<file path="src/rtl/fetch_stage_ctrl_if.sv">
`default_nettype none
// ============================================================================
// Module      : fetch_stage_ctrl_if
// Description : Instruction-memory request bus between the fetch controller
//               (master) and the instruction memory (slave).
// Revision    : 1.0 - initial release
// ============================================================================
interface fetch_stage_ctrl_if;
    logic        imem_req;
    logic [31:0] imem_addr;
    logic [31:0] imem_rdata;
    logic        imem_ready;

    // Fetch controller side: issues requests, receives data/completion
    modport master (
        output imem_req,
        output imem_addr,
        input  imem_rdata,
        input  imem_ready
    );

    // Memory side: observes requests, returns data/completion
    modport slave (
        input  imem_req,
        input  imem_addr,
        output imem_rdata,
        output imem_ready
    );
endinterface
`default_nettype wire

</file>
<file path="src/rtl/fetch_stage_ctrl.sv">
`default_nettype none
// ============================================================================
// Module      : fetch_stage_ctrl
// Description : Instruction fetch stage controller. Drives the instruction
//               memory request, fills the IF/ID pipeline register, absorbs
//               back-pressure from decode through a one-entry hold buffer and
//               squashes/redirects the fetch path on taken branches, draining
//               an in-flight request when needed. Keeps saturating counters
//               of stall and flush cycles.
// Revision    : 1.0 - initial release
// ============================================================================
module fetch_stage_ctrl #(
    parameter logic [31:0] RESET_PC  = 32'h0000_0000,
    parameter logic [31:0] NOP_INSTR = 32'h0000_0013
) (
    input  wire logic               clock,
    input  wire logic               reset,
    input  wire logic               stall_IFID,
    input  wire logic               flush,
    input  wire logic [31:0]        branch_target,
    fetch_stage_ctrl_if.master      imem,
    output logic      [31:0]        pc_ID,
    output logic      [31:0]        instr_ID,
    output logic                    valid_ID,
    output logic      [15:0]        stall_cycles,
    output logic      [15:0]        flush_count
);

    localparam logic [15:0] c_cnt_max = 16'hFFFF;
    localparam logic [31:0] c_pc_step = 32'd4;

    typedef enum logic [1:0] {
        ST_RST   = 2'd0,
        ST_FETCH = 2'd1,
        ST_DRAIN = 2'd2,
        ST_HOLD  = 2'd3
    } state_t;

    state_t      state_q,     state_d;
    logic [31:0] pc_q,        pc_d;
    logic [31:0] pc_id_q,     pc_id_d;
    logic [31:0] instr_id_q,  instr_id_d;
    logic        valid_id_q,  valid_id_d;
    logic [31:0] buf_pc_q,    buf_pc_d;
    logic [31:0] buf_instr_q, buf_instr_d;
    logic [31:0] redirect_q,  redirect_d;
    logic        req_q,       req_d;
    logic [15:0] stall_cnt_q, stall_cnt_d;
    logic [15:0] flush_cnt_q, flush_cnt_d;

    // Next-state, datapath and counter computation (priority flush > stall > normal)
    always_comb begin
        state_d     = state_q;
        pc_d        = pc_q;
        pc_id_d     = pc_id_q;
        instr_id_d  = instr_id_q;
        valid_id_d  = valid_id_q;
        buf_pc_d    = buf_pc_q;
        buf_instr_d = buf_instr_q;
        redirect_d  = redirect_q;

        // Event counters saturate rather than wrap; flush counts even under stall
        stall_cnt_d = stall_cnt_q;
        if (stall_IFID && (stall_cnt_q != c_cnt_max)) begin
            stall_cnt_d = stall_cnt_q + 16'd1;
        end
        flush_cnt_d = flush_cnt_q;
        if (flush && (flush_cnt_q != c_cnt_max)) begin
            flush_cnt_d = flush_cnt_q + 16'd1;
        end

        case (state_q)
            // One idle cycle after reset; any stray imem_ready is ignored here
            ST_RST: begin
                state_d = ST_FETCH;
            end

            ST_FETCH: begin
                if (flush) begin
                    instr_id_d = NOP_INSTR;
                    valid_id_d = 1'b0;
                    if (imem.imem_ready) begin
                        // Request completes now, so the redirect can take effect at once
                        pc_d = branch_target;
                    end else begin
                        // Request still outstanding: remember target, wait for it to retire
                        redirect_d = branch_target;
                        state_d    = ST_DRAIN;
                    end
                end else if (stall_IFID) begin
                    if (imem.imem_ready) begin
                        // Decode is blocked; park the returned word so it is not lost
                        buf_pc_d    = pc_q;
                        buf_instr_d = imem.imem_rdata;
                        pc_d        = pc_q + c_pc_step;
                        state_d     = ST_HOLD;
                    end
                end else if (imem.imem_ready) begin
                    pc_id_d    = pc_q;
                    instr_id_d = imem.imem_rdata;
                    valid_id_d = 1'b1;
                    pc_d       = pc_q + c_pc_step;
                end else begin
                    instr_id_d = NOP_INSTR;
                    valid_id_d = 1'b0;
                end
            end

            // Squashed request in flight: keep the bus stable, discard its data
            ST_DRAIN: begin
                instr_id_d = NOP_INSTR;
                valid_id_d = 1'b0;
                if (imem.imem_ready) begin
                    // A flush arriving as the drain completes supersedes the stored target
                    pc_d    = flush ? branch_target : redirect_q;
                    state_d = ST_FETCH;
                end else if (flush) begin
                    redirect_d = branch_target;
                end
            end

            ST_HOLD: begin
                if (flush) begin
                    pc_d       = branch_target;
                    instr_id_d = NOP_INSTR;
                    valid_id_d = 1'b0;
                    state_d    = ST_FETCH;
                end else if (!stall_IFID) begin
                    pc_id_d    = buf_pc_q;
                    instr_id_d = buf_instr_q;
                    valid_id_d = 1'b1;
                    state_d    = ST_FETCH;
                end
            end

            default: begin
                state_d = ST_RST;
            end
        endcase

        // Request is registered; it follows the state being entered
        req_d = (state_d == ST_FETCH) || (state_d == ST_DRAIN);
    end

    // State and output registers with synchronous reset
    always_ff @(posedge clock) begin
        if (reset) begin
            state_q     <= ST_RST;
            pc_q        <= RESET_PC;
            pc_id_q     <= RESET_PC;
            instr_id_q  <= NOP_INSTR;
            valid_id_q  <= 1'b0;
            buf_pc_q    <= 32'd0;
            buf_instr_q <= 32'd0;
            redirect_q  <= 32'd0;
            req_q       <= 1'b0;
            stall_cnt_q <= 16'd0;
            flush_cnt_q <= 16'd0;
        end else begin
            state_q     <= state_d;
            pc_q        <= pc_d;
            pc_id_q     <= pc_id_d;
            instr_id_q  <= instr_id_d;
            valid_id_q  <= valid_id_d;
            buf_pc_q    <= buf_pc_d;
            buf_instr_q <= buf_instr_d;
            redirect_q  <= redirect_d;
            req_q       <= req_d;
            stall_cnt_q <= stall_cnt_d;
            flush_cnt_q <= flush_cnt_d;
        end
    end

    // pc never moves while draining, so it doubles as the pending address
    assign imem.imem_req  = req_q;
    assign imem.imem_addr = pc_q;

    assign pc_ID        = pc_id_q;
    assign instr_ID     = instr_id_q;
    assign valid_ID     = valid_id_q;
    assign stall_cycles = stall_cnt_q;
    assign flush_count  = flush_cnt_q;

endmodule
`default_nettype wire
</file>
<file path="src/flat_wrapper.sv">
// flat-port wrapper written by rule: the top's interface ports become plain ports
module fetch_stage_ctrl_flat 
#(
    parameter logic [31:0] RESET_PC  = 32'h0000_0000,
    parameter logic [31:0] NOP_INSTR = 32'h0000_0013
)
  (clock, reset, stall_IFID, flush, branch_target, pc_ID, instr_ID, valid_ID, stall_cycles, flush_count, imem_imem_req, imem_imem_addr, imem_imem_rdata, imem_imem_ready);
  fetch_stage_ctrl_if imem_i ();
  input  wire logic clock;
  input  wire logic reset;
  input  wire logic stall_IFID;
  input  wire logic flush;
  input  wire logic [31:0] branch_target;
  output logic      [31:0] pc_ID;
  output logic      [31:0] instr_ID;
  output logic valid_ID;
  output logic      [15:0] stall_cycles;
  output logic      [15:0] flush_count;
  output wire logic [$bits(imem_i.imem_req)-1:0] imem_imem_req;
  output wire logic [$bits(imem_i.imem_addr)-1:0] imem_imem_addr;
  input wire logic [$bits(imem_i.imem_rdata)-1:0] imem_imem_rdata;
  input wire logic [$bits(imem_i.imem_ready)-1:0] imem_imem_ready;
  assign imem_imem_req = imem_i.imem_req;
  assign imem_imem_addr = imem_i.imem_addr;
  assign imem_i.imem_rdata = imem_imem_rdata;
  assign imem_i.imem_ready = imem_imem_ready;
  fetch_stage_ctrl #(.RESET_PC(RESET_PC), .NOP_INSTR(NOP_INSTR)) u_core (.clock(clock), .reset(reset), .stall_IFID(stall_IFID), .flush(flush), .branch_target(branch_target), .imem(imem_i), .pc_ID(pc_ID), .instr_ID(instr_ID), .valid_ID(valid_ID), .stall_cycles(stall_cycles), .flush_count(flush_count));
endmodule
</file>
<file path="config.mk">
export PLATFORM = sky130hd
export DESIGN_NAME = fetch_stage_ctrl_flat
export DESIGN_NICKNAME = d
export VERILOG_FILES = /design/src/rtl/fetch_stage_ctrl_if.sv /design/src/rtl/fetch_stage_ctrl.sv /design/src/flat_wrapper.sv
export SDC_FILE = /design/constraint.sdc
export NUM_CORES = 1
export LEC_CHECK = 0
export ABC_AREA = 1
export CAP_MARGIN = 10
export CORE_MARGIN = 5
export CORE_UTILIZATION = 42
export DETAILED_ROUTE_END_ITERATION = 16
export PLACE_DENSITY = 0.72
export SYNTH_ARGS = -nofsm -noshare
export SYNTH_HDL_FRONTEND = slang
export SYNTH_SLANG_ARGS = --single-unit
</file>
<file path="constraint.sdc">
create_clock -name clock -period 5.8 [get_ports clock]
set_clock_uncertainty 0.15 [all_clocks]
set_input_delay 0.87 -clock clock [delete_from_list [all_inputs] [get_ports clock]]
set_output_delay 0.87 -clock clock [all_outputs]
set_load 0.02 [all_outputs]
</file>
## After elaboration in Yosys (flattened, before gate mapping)

Cells that the tools add are included.

| storage, ports and cells | value |
|---|---|
| register bits | 228 |
| bits of input ports | 69 |
| output and inout bits | 130 |
| word-level logic and storage cells | 83 |

| operators by class | value |
|---|---|
| add/subtract/negate cells | 3 |
| equal/unequal tests | 19 |
| mux-type cells | 37 |
| bitwise logic cells | 1 |
| reductions and logical operators | 12 |

Operators with widths:

| cell | number |
|---|---|
| 32-bit two-way mux | 19 |
| 32-bit one-hot mux with 3 select lines | 2 |
| 32-bit one-hot mux with 2 select lines | 2 |
| 16-bit by 1-bit adder with 16-bit output, second input constant | 2 |
| 32-bit by 3-bit adder with 32-bit output, second input constant | 1 |
| 16-bit != test, second input constant | 2 |
| 2-bit != test, second input constant | 10 |
| 2-bit two-way mux | 7 |
| 4-bit AND reduction | 3 |
| 2-bit one-hot mux with 4 select lines | 1 |
| 2-bit == test, second input constant | 3 |
| 3-bit != test, second input constant | 2 |
| 6-bit AND reduction | 1 |
| 1-bit two-way mux | 5 |
| 2-bit by 1-bit == test with 1-bit output, second input constant | 2 |
| 2-bit nonzero test | 2 |
| 1-bit one-hot mux with 3 select lines | 1 |
| 3-bit AND reduction | 1 |
| 3-bit nonzero test | 1 |
| 1-bit logical AND | 2 |
| 2-bit zero test | 1 |
| 1-bit logical OR | 1 |
| 1-bit NOT | 1 |

## Depth between registers and ports, before layout

Gate-level depths: netlist of run 1.

| logic depth | value |
|---|---|
| depth in word-level cells | 6 |
| depth in mapped cells | 12 |
| gate-level depth less buffers | 12 |

## Worst setup path after synthesis of run 1

Ideal clock, no wire load.

| timing | value |
|---|---|
| path kind | in2reg |
| from | input flush |
| to | register u_core.pc_q[5], in the netlist u_core.imem.imem_addr[5] |
| setup time | 74 ps |
| data arrival time | 1920 ps |
| required time | 5576 ps |
| path slack | 3656 ps |
| stages | 7 |
| path through | inv_2 clkbuf_1 clkbuf_1 nand2_1 a21oi_1 a21oi_1 a31oi_1 |

| between the ends | value |
|---|---|
| cells in the longest elaborated chain, start to end | 3 |

Ends and longest elaborated chain:

| item | RTL line | text |
|---|---|---|
| start, declared | flat_wrapper.sv:12 | `input wire logic flush;` |
| 32-bit two-way mux | fetch_stage_ctrl.sv:115 | `pc_d = flush ? branch_target : redirect_q;` |
| 32-bit two-way mux | fetch_stage_ctrl.sv:113 | `if (imem.imem_ready) begin` |
| 32-bit one-hot mux with 3 select lines | fetch_stage_ctrl.sv:72 | `case (state_q)` |
| end signal, assigned | fetch_stage_ctrl.sv:161 | `pc_q <= pc_d;` |
| end, declared | fetch_stage_ctrl.sv:40 | `logic [31:0] pc_q, pc_d;` |

Parallel ways exist; a longest one is shown, timed or not. The select of a mux whose other input is x is not followed.
A chain may end at the register's enable or synchronous reset.

## Final worst setup path of run 1

| timing | value |
|---|---|
| from | input flush |
| to | register u_core.pc_id_q[19], in the netlist u_core.pc_ID[19] |

| between the ends | value |
|---|---|
| cells in the longest elaborated chain, start to end | 2 |

Ends and longest elaborated chain:

| item | RTL line | text |
|---|---|---|
| 2-bit != test (no line) | - |  |
| 6-bit AND reduction (no line) * | - |  |
| end signal, assigned | fetch_stage_ctrl.sv:162 | `pc_id_q <= pc_id_d;` |
| end, declared | fetch_stage_ctrl.sv:41 | `logic [31:0] pc_id_q, pc_id_d;` |

Every way passes the cells marked *; elsewhere a longest branch is shown, timed or not.

==> results of run 1 <==
[synth_stat cells, drive strengths merged]
library cell,n
a211oi,5
a21boi,1
a21oi,245
a221oi,19
a31oi,41
a41oi,1
and2,1
and3,2
buf,33
clkbuf,69
clkinv,1
dfxtp,228
ha,3
inv,67
nand2,485
nand3,44
nand4,4
nor2,112
nor3,13
nor4,1
o211a,1
o21ai,181
o221ai,3
o22ai,1
o31ai,2
xnor2,2
xor2,19
[layout make-up]
type,count,area share
repair buffers,210,0.152
diodes,1,0.000182
flip-flops and latches,228,0.332
multi-input cells,1186,0.402
clock inverters,13,0.0116
inverters,68,0.0189
clock buffers,34,0.0532
well taps,330,0.0301
[critical path, cell delays in order]
cell and delay, ns:
clkdlybuf4s50_1 0.66, inv_2 0.23, a21oi_4 0.75, inv_2 0.51, a21oi_4 0.23, buf_4 0.50, o21ai_0 0.17, a31oi_1 0.15
[worst max path at each step]
| stage | startpoint | end | slack, ns |
|---|---|---|---|
| floorplan | flush | u_core.imem.imem_addr[5] | 3.66 |
| global placement | flush | u_core.pc_ID[13] | 1.46 |
| detailed placement | flush | u_core.pc_ID[31] | 1.37 |
| CTS | flush | u_core.pc_ID[19] | 1.95 |
| global route | flush | u_core.pc_ID[15] | 1.72 |
| finish | flush | u_core.pc_ID[19] | 1.96 |
[cells by family (layout without fill, tap and decap cells)]
group / count (synthesis) / count (layout) / share of synthesized area
AND/OR/NAND/NOR: 662 / 662 / 0.242
AO/OA/AOI/OAI: 500 / 500 / 0.250
flip-flops: 228 / 228 / 0.424
buffers and inverters: 170 / 325 / 0.0643
XOR/XNOR: 21 / 21 / 0.0171
adder cells (fa/ha/maj): 3 / 3 / 0.00349
other: 0 / 1 / 0
[metal layers]
| layer | GRT usage | up-vias | share of wire |
|---|---|---|---|
| met2 | 0.335 | 430 | 0.44 |
| met4 | 0.0566 | 0 | 0.022 |
| li1 | - | 5614 | - |
| met5 | 0 | - | 0 |
| met1 | 0.315 | 5092 | 0.45 |
| met3 | 0.0441 | 51 | 0.085 |
[power by group through the flow]
stage / Combinational, W / Sequential (W) / Clock, W
finish: 0.000581 / 0.00174 / 0.00170
global route: 0.000633 / 0.00175 / 0.00179
CTS: 0.000578 / 0.00173 / 0.00173
detailed placement: 0.000575 / 0.00177 / 0
global placement: 0.000566 / 0.00177 / 0
floorplan: 0.000265 / 0.00181 / 0
[metrics by stage]
stage | util | setup slack [ns] | total power [W] | instance area [um^2]
6_report | 0.546 | 1.96 | 0.00402 | 13700
2_1_floorplan | - | 3.66 | 0.00208 | 10800
4_1_cts | 0.544 | 1.95 | 0.00404 | 13700
3_3_place_gp | 0.509 | 1.46 | 0.00233 | 12800
3_5_place_dp | 0.509 | 1.37 | 0.00234 | 12800
5_1_grt | 0.546 | 1.72 | 0.00417 | 13700
[state kept, by name (all words and copies together) (netlist names)]
name,cells
u_core.valid_ID,1
u_core.pc_ID,32
u_core.redirect_q,32
u_core.stall_cycles,16
u_core.buf_pc_q,32
u_core.buf_instr_q,32
u_core.instr_ID,32
u_core.flush_count,16
u_core.state_q,2
u_core.imem.imem_req,1
u_core.imem.imem_addr,32
==> run summary, run 1 <==
Outcome: finished, final reports clean
Hold path start: u_core.buf_instr_q[8]
Sw Pwr: 0.00111 W
Power share of the combinational group: 0.145
FF-to-FF path depth: 7
Placed insts: 2021
Area share of the largest cell type after synthesis: 0.424
Crit share post-route: 0.661
Clk_lat worst skew: 0.54 ns
Crit start category: input pin
Fin. max-slew vios: 0
DRT Pass-1 Iters: 6
Worst min path class: reg -> reg
Fmax: 261 MHz
Rows: 58
RSZ-0062 raised after global routing: false
Worst-margin pin slew: 1.11 ns
Wirelength per Cell: 16.2 um
Int Power: 0.00291 W
Final setup TNS: 0 ns
Largest net degree at the start of global routing: 137
Vias in the first global route: 10172
Post-synth top area cell: dfxtp_1
Clock power frac: 0.423
Worst-path fanout max: 64
Leak pwr: 5.02 nW
CTS resizes: 0
Min cycle time layout: 3.84 ns
R2R Path Start: u_core.state_q[1]
MaxCap Viol Count: 0
Hold Fails Final Rpt: 0
Synthesized net count: 1656
Initial drt markers: 1083
First-pass GRT wire length: 53.3 mm
Htree depth: 1
# setup viols final: 0
Sw frac: 0.276
Reg-to-reg slack, setup: 2.16 ns
Worst hold path depth: 2
Flop and latch count out of synthesis: 228
Netlist cell types: 37
Via count: 11187
Leading cell type in the layout, fill and taps excluded: nand2_1
Routed WL: 33.5 mm
Power per cell area: 293 nW/um^2
Total grt overflow: 0
Total track usage: 0.219
Worst hold endpoint: u_core.buf_instr_q[8]
Relative slew slack: 0.259
CP Data Arrival Time: 4.15 ns
Height of the chip: 170 um
Clock Path Buffers: 3
Remaining DRCs: 0
Maximum vdd drop: 0.000167 V
Clk sinks: 228
Post-DP HPWL: 21.8 mm
Initial Util: 0.428
Antenna violations before repair: 1
Area grow syn2layout: 27.6%
IO Port Bufs: 198
Filler instances: 2405
Crit Path Class: in -> reg
Count of non-filler cells in the finished layout: 2070
Postcts setup bufs: 0
Worst EP required: 6.12 ns
Vias per std cell: 5.40
Seq pwr share: 0.432
Hold_ws: 0.311 ns
Die width: 170 um
Synth area leaders: dfxtp_1 42%, nand2_1 17%, a21oi_1 11%
Inserted Clock Buffers: 26
I/O Pins: 199
Antenna-violating nets left: 0
Sequential cell area: 4560 um^2
Worst R2R End: u_core.imem.imem_addr[11]
Die area: 28900 um^2
Area of the multi-input gates: 5520 um^2
Core area: 25200 um^2
Cell Area, Synth: 10800 um^2
Gp weighted congestion: 0.906
Fraction of the yosys area taken by sequential cells: 0.424
Nets@finish: 1792
Crit end category: register
Synth Instances: 1584
CTS tree: yes
Syn Area/Cell: 6.80 um^2
Yosys warns: 0
Most frequent cells in the layout: 483 x nand2_1, 243 x a21oi_1, 228 x dfxtp_1
# hold bufs at CTS: 0
Root buffer selected by CTS: clkbuf_16
Ratio of cells with drive above 1 in the final layout: 0.0437
Worst-path clk slew: 0.06 ns
Note: power is estimated with default switching activity, not from simulation.
==> run 2, diff against run 1 <==
Settings changed: PLACE_DENSITY 0.72 to 0.75.
Clock period 5.8 ns to 3.28 ns, I/O delays scaled along.
==> run 2 against run 1 <==
  * Die area is the same
  * Core utilization grew 0.16 points
  * Combinational power grew 79%
  * Critical path depth is the same
  * Clock power grew 68%
  * Critical path type is now reg -> reg
==> run summary, run 2 (synthesized netlist as in run 1, its figures left out) <==
Nets@finish: 1803 (was 1792)
Hold Fails Final Rpt: 0 (unchanged)
Final core utilization: 0.547 (was 0.546)
Postcts setup bufs: 0 (unchanged)
Maximum vdd drop: 0.000318 V (was 0.000167 V)
Relative slew slack: 0.449 (was 0.259)
Wirelength per Cell: 16.1 um (was 16.2 um)
Critical-path cell list: inv_4, nand2_2, nor2_2, inv_2, nor2_4, buf_4, o21ai_0, a21oi_1 (was clkdlybuf4s50_1, inv_2, a21oi_4, inv_2, a21oi_4, buf_4, o21ai_0, a31oi_1)
Inserted Clock Buffers: 25 (was 26)
Min cycle time layout: 2.62 ns
Worst-path fanout max: 85 (was 64)
Crit Path Class: reg -> reg (was in -> reg)
Hold_ws: 0.310 ns (was 0.311 ns)
Total grt overflow: 0 (unchanged)
Post-DP HPWL: 22.4 mm (was 21.8 mm)
Worst EP required: 3.57 ns (was 6.12 ns)
Die width: 170 um (unchanged)
Largest net degree at the start of global routing: 86 (was 137)
Clk sinks: 228 (unchanged)
Die area: 28900 um^2 (unchanged)
Crit end category: register (unchanged)
Via count: 11244 (was 11187)
MaxCap Viol Count: 0 (unchanged)
Root buffer selected by CTS: clkbuf_16 (unchanged)
RSZ-0062 raised after global routing: false (unchanged)
Total power: 0.00696 W (was 0.00402 W)
Antenna violations before repair: 2 (was 1)
Rows: 58 (unchanged)
Initial Util: 0.428 (unchanged)
Htree depth: 1 (unchanged)
Vias per std cell: 5.41 (was 5.40)
DRT Pass-1 Iters: 5 (was 6)
CTS resizes: 0 (unchanged)
Ratio of cells with drive above 1 in the final layout: 0.0463 (was 0.0437)
IO Port Bufs: 198 (unchanged)
Top delay family on crit path: buffers and inverters (unchanged)
Power per cell area: 505 nW/um^2 (was 293 nW/um^2)
Worst min path class: reg -> reg (unchanged)
# hold bufs at CTS: 0 (unchanged)
Worst-margin pin slew: 0.827 ns (was 1.11 ns)
Critical Path Slowest Stage Cell: buf_4 (was a21oi_4)
Fin. max-slew vios: 0 (unchanged)
Leak pwr: 5.04 nW (was 5.02 nW)
Final setup TNS: 0 ns (unchanged)
Clock Path Buffers: 3 (unchanged)
CP max stage delay: 0.66 ns (was 0.75 ns)
Routed WL: 33.5 mm (about the same)
CP Data Arrival Time: 2.91 ns (was 4.15 ns)
Buf/Inv on CP: 3 (was 4)
Area grow syn2layout: 28.0% (was 27.6%)
Crit start category: register (was input pin)
Clk_lat worst skew: 0.52 ns (was 0.54 ns)
Most frequent cells in the layout: 483 x nand2_1, 243 x a21oi_1, 228 x dfxtp_1 (unchanged)
Gp weighted congestion: 0.923 (was 0.906)
# setup viols final: 0 (unchanged)
Antenna-violating nets left: 0 (unchanged)
Crit share post-route: 0.800
Total track usage: 0.221 (was 0.219)
Leading cell type in the layout, fill and taps excluded: nand2_1 (unchanged)
Core area: 25200 um^2 (unchanged)
First-pass GRT wire length: 54.0 mm (was 53.3 mm)
Vias in the first global route: 10442 (was 10172)
I/O Pins: 199 (unchanged)
Remaining DRCs: 0 (unchanged)
Height of the chip: 170 um (unchanged)
Worst-path clk slew: 0.06 ns (about the same)
Initial drt markers: 1110 (was 1083)
Filler instances: 2362 (was 2405)
Outcome: finished, final reports clean (unchanged)
Fmax: 381 MHz
CTS tree: yes (unchanged)
run 2: cell types whose count changed in the layout (fill, tap and decap cells not counted), sizes merged:
cell	delta
inv	+1
buf	+12
clkbuf	+4
bufinv	-1
clkinv	-8
clkinvlp	+1
diode	+1
run 2: path summary, 6_finish.rpt:
path | end | slack, ns | from | cells after the start
max | u_core.buf_pc_q[26] | 0.66 | u_core.state_q[1] | 8
min | u_core.buf_instr_q[3] | 0.31 | u_core.buf_instr_q[3] | 2
max reg2reg | u_core.buf_pc_q[26] | 0.66 | u_core.state_q[1] | 8
min reg2reg | u_core.buf_instr_q[3] | 0.31 | u_core.buf_instr_q[3] | 2
run 2: area by class of cell:
type	instances	area (um^2)	area share
inverter	68	260	0.0189
clock inverter	6	86.3	0.00626
tap	330	413	0.0300
antenna	2	5.00	0.000363
multi-input combinational	1186	5520	0.401
clock buffer	38	734	0.0533
sequential	228	4560	0.331
timing repair buffer	222	2190	0.159
run 2: per-stage QoR:
stage               setup WS (ns)  instance area, um^2  instances
CTS                         0.682                13800       2078
global route                0.417                13800       2080
finish                      0.656                13800       2080
detailed placement          0.481                13000       2034
floorplan                    1.26                10800       1584
global placement            0.488                13000       2034
run 2: where the power goes:
part	total, W	switching, W	internal, W
Combinational	0.00104	0.000612	0.000431
Clock	0.00285	0.00115	0.00169
Sequential	0.00307	0.000146	0.00292
run 2: per-layer routing:
layer,vias to the layer above,global-route usage,part of all wire
met5,-,0,0
met4,0,0.0649,0.026
met3,61,0.0511,0.089
met2,434,0.342,0.44
met1,5135,0.308,0.45
li1,5614,-,-
run 2: worst min-delay path: cells and delay by family, from the launching register on:
family	cells	cell delay, ns
compound gates	1	0.05
flops	1	0.31
simple gates	1	0.06
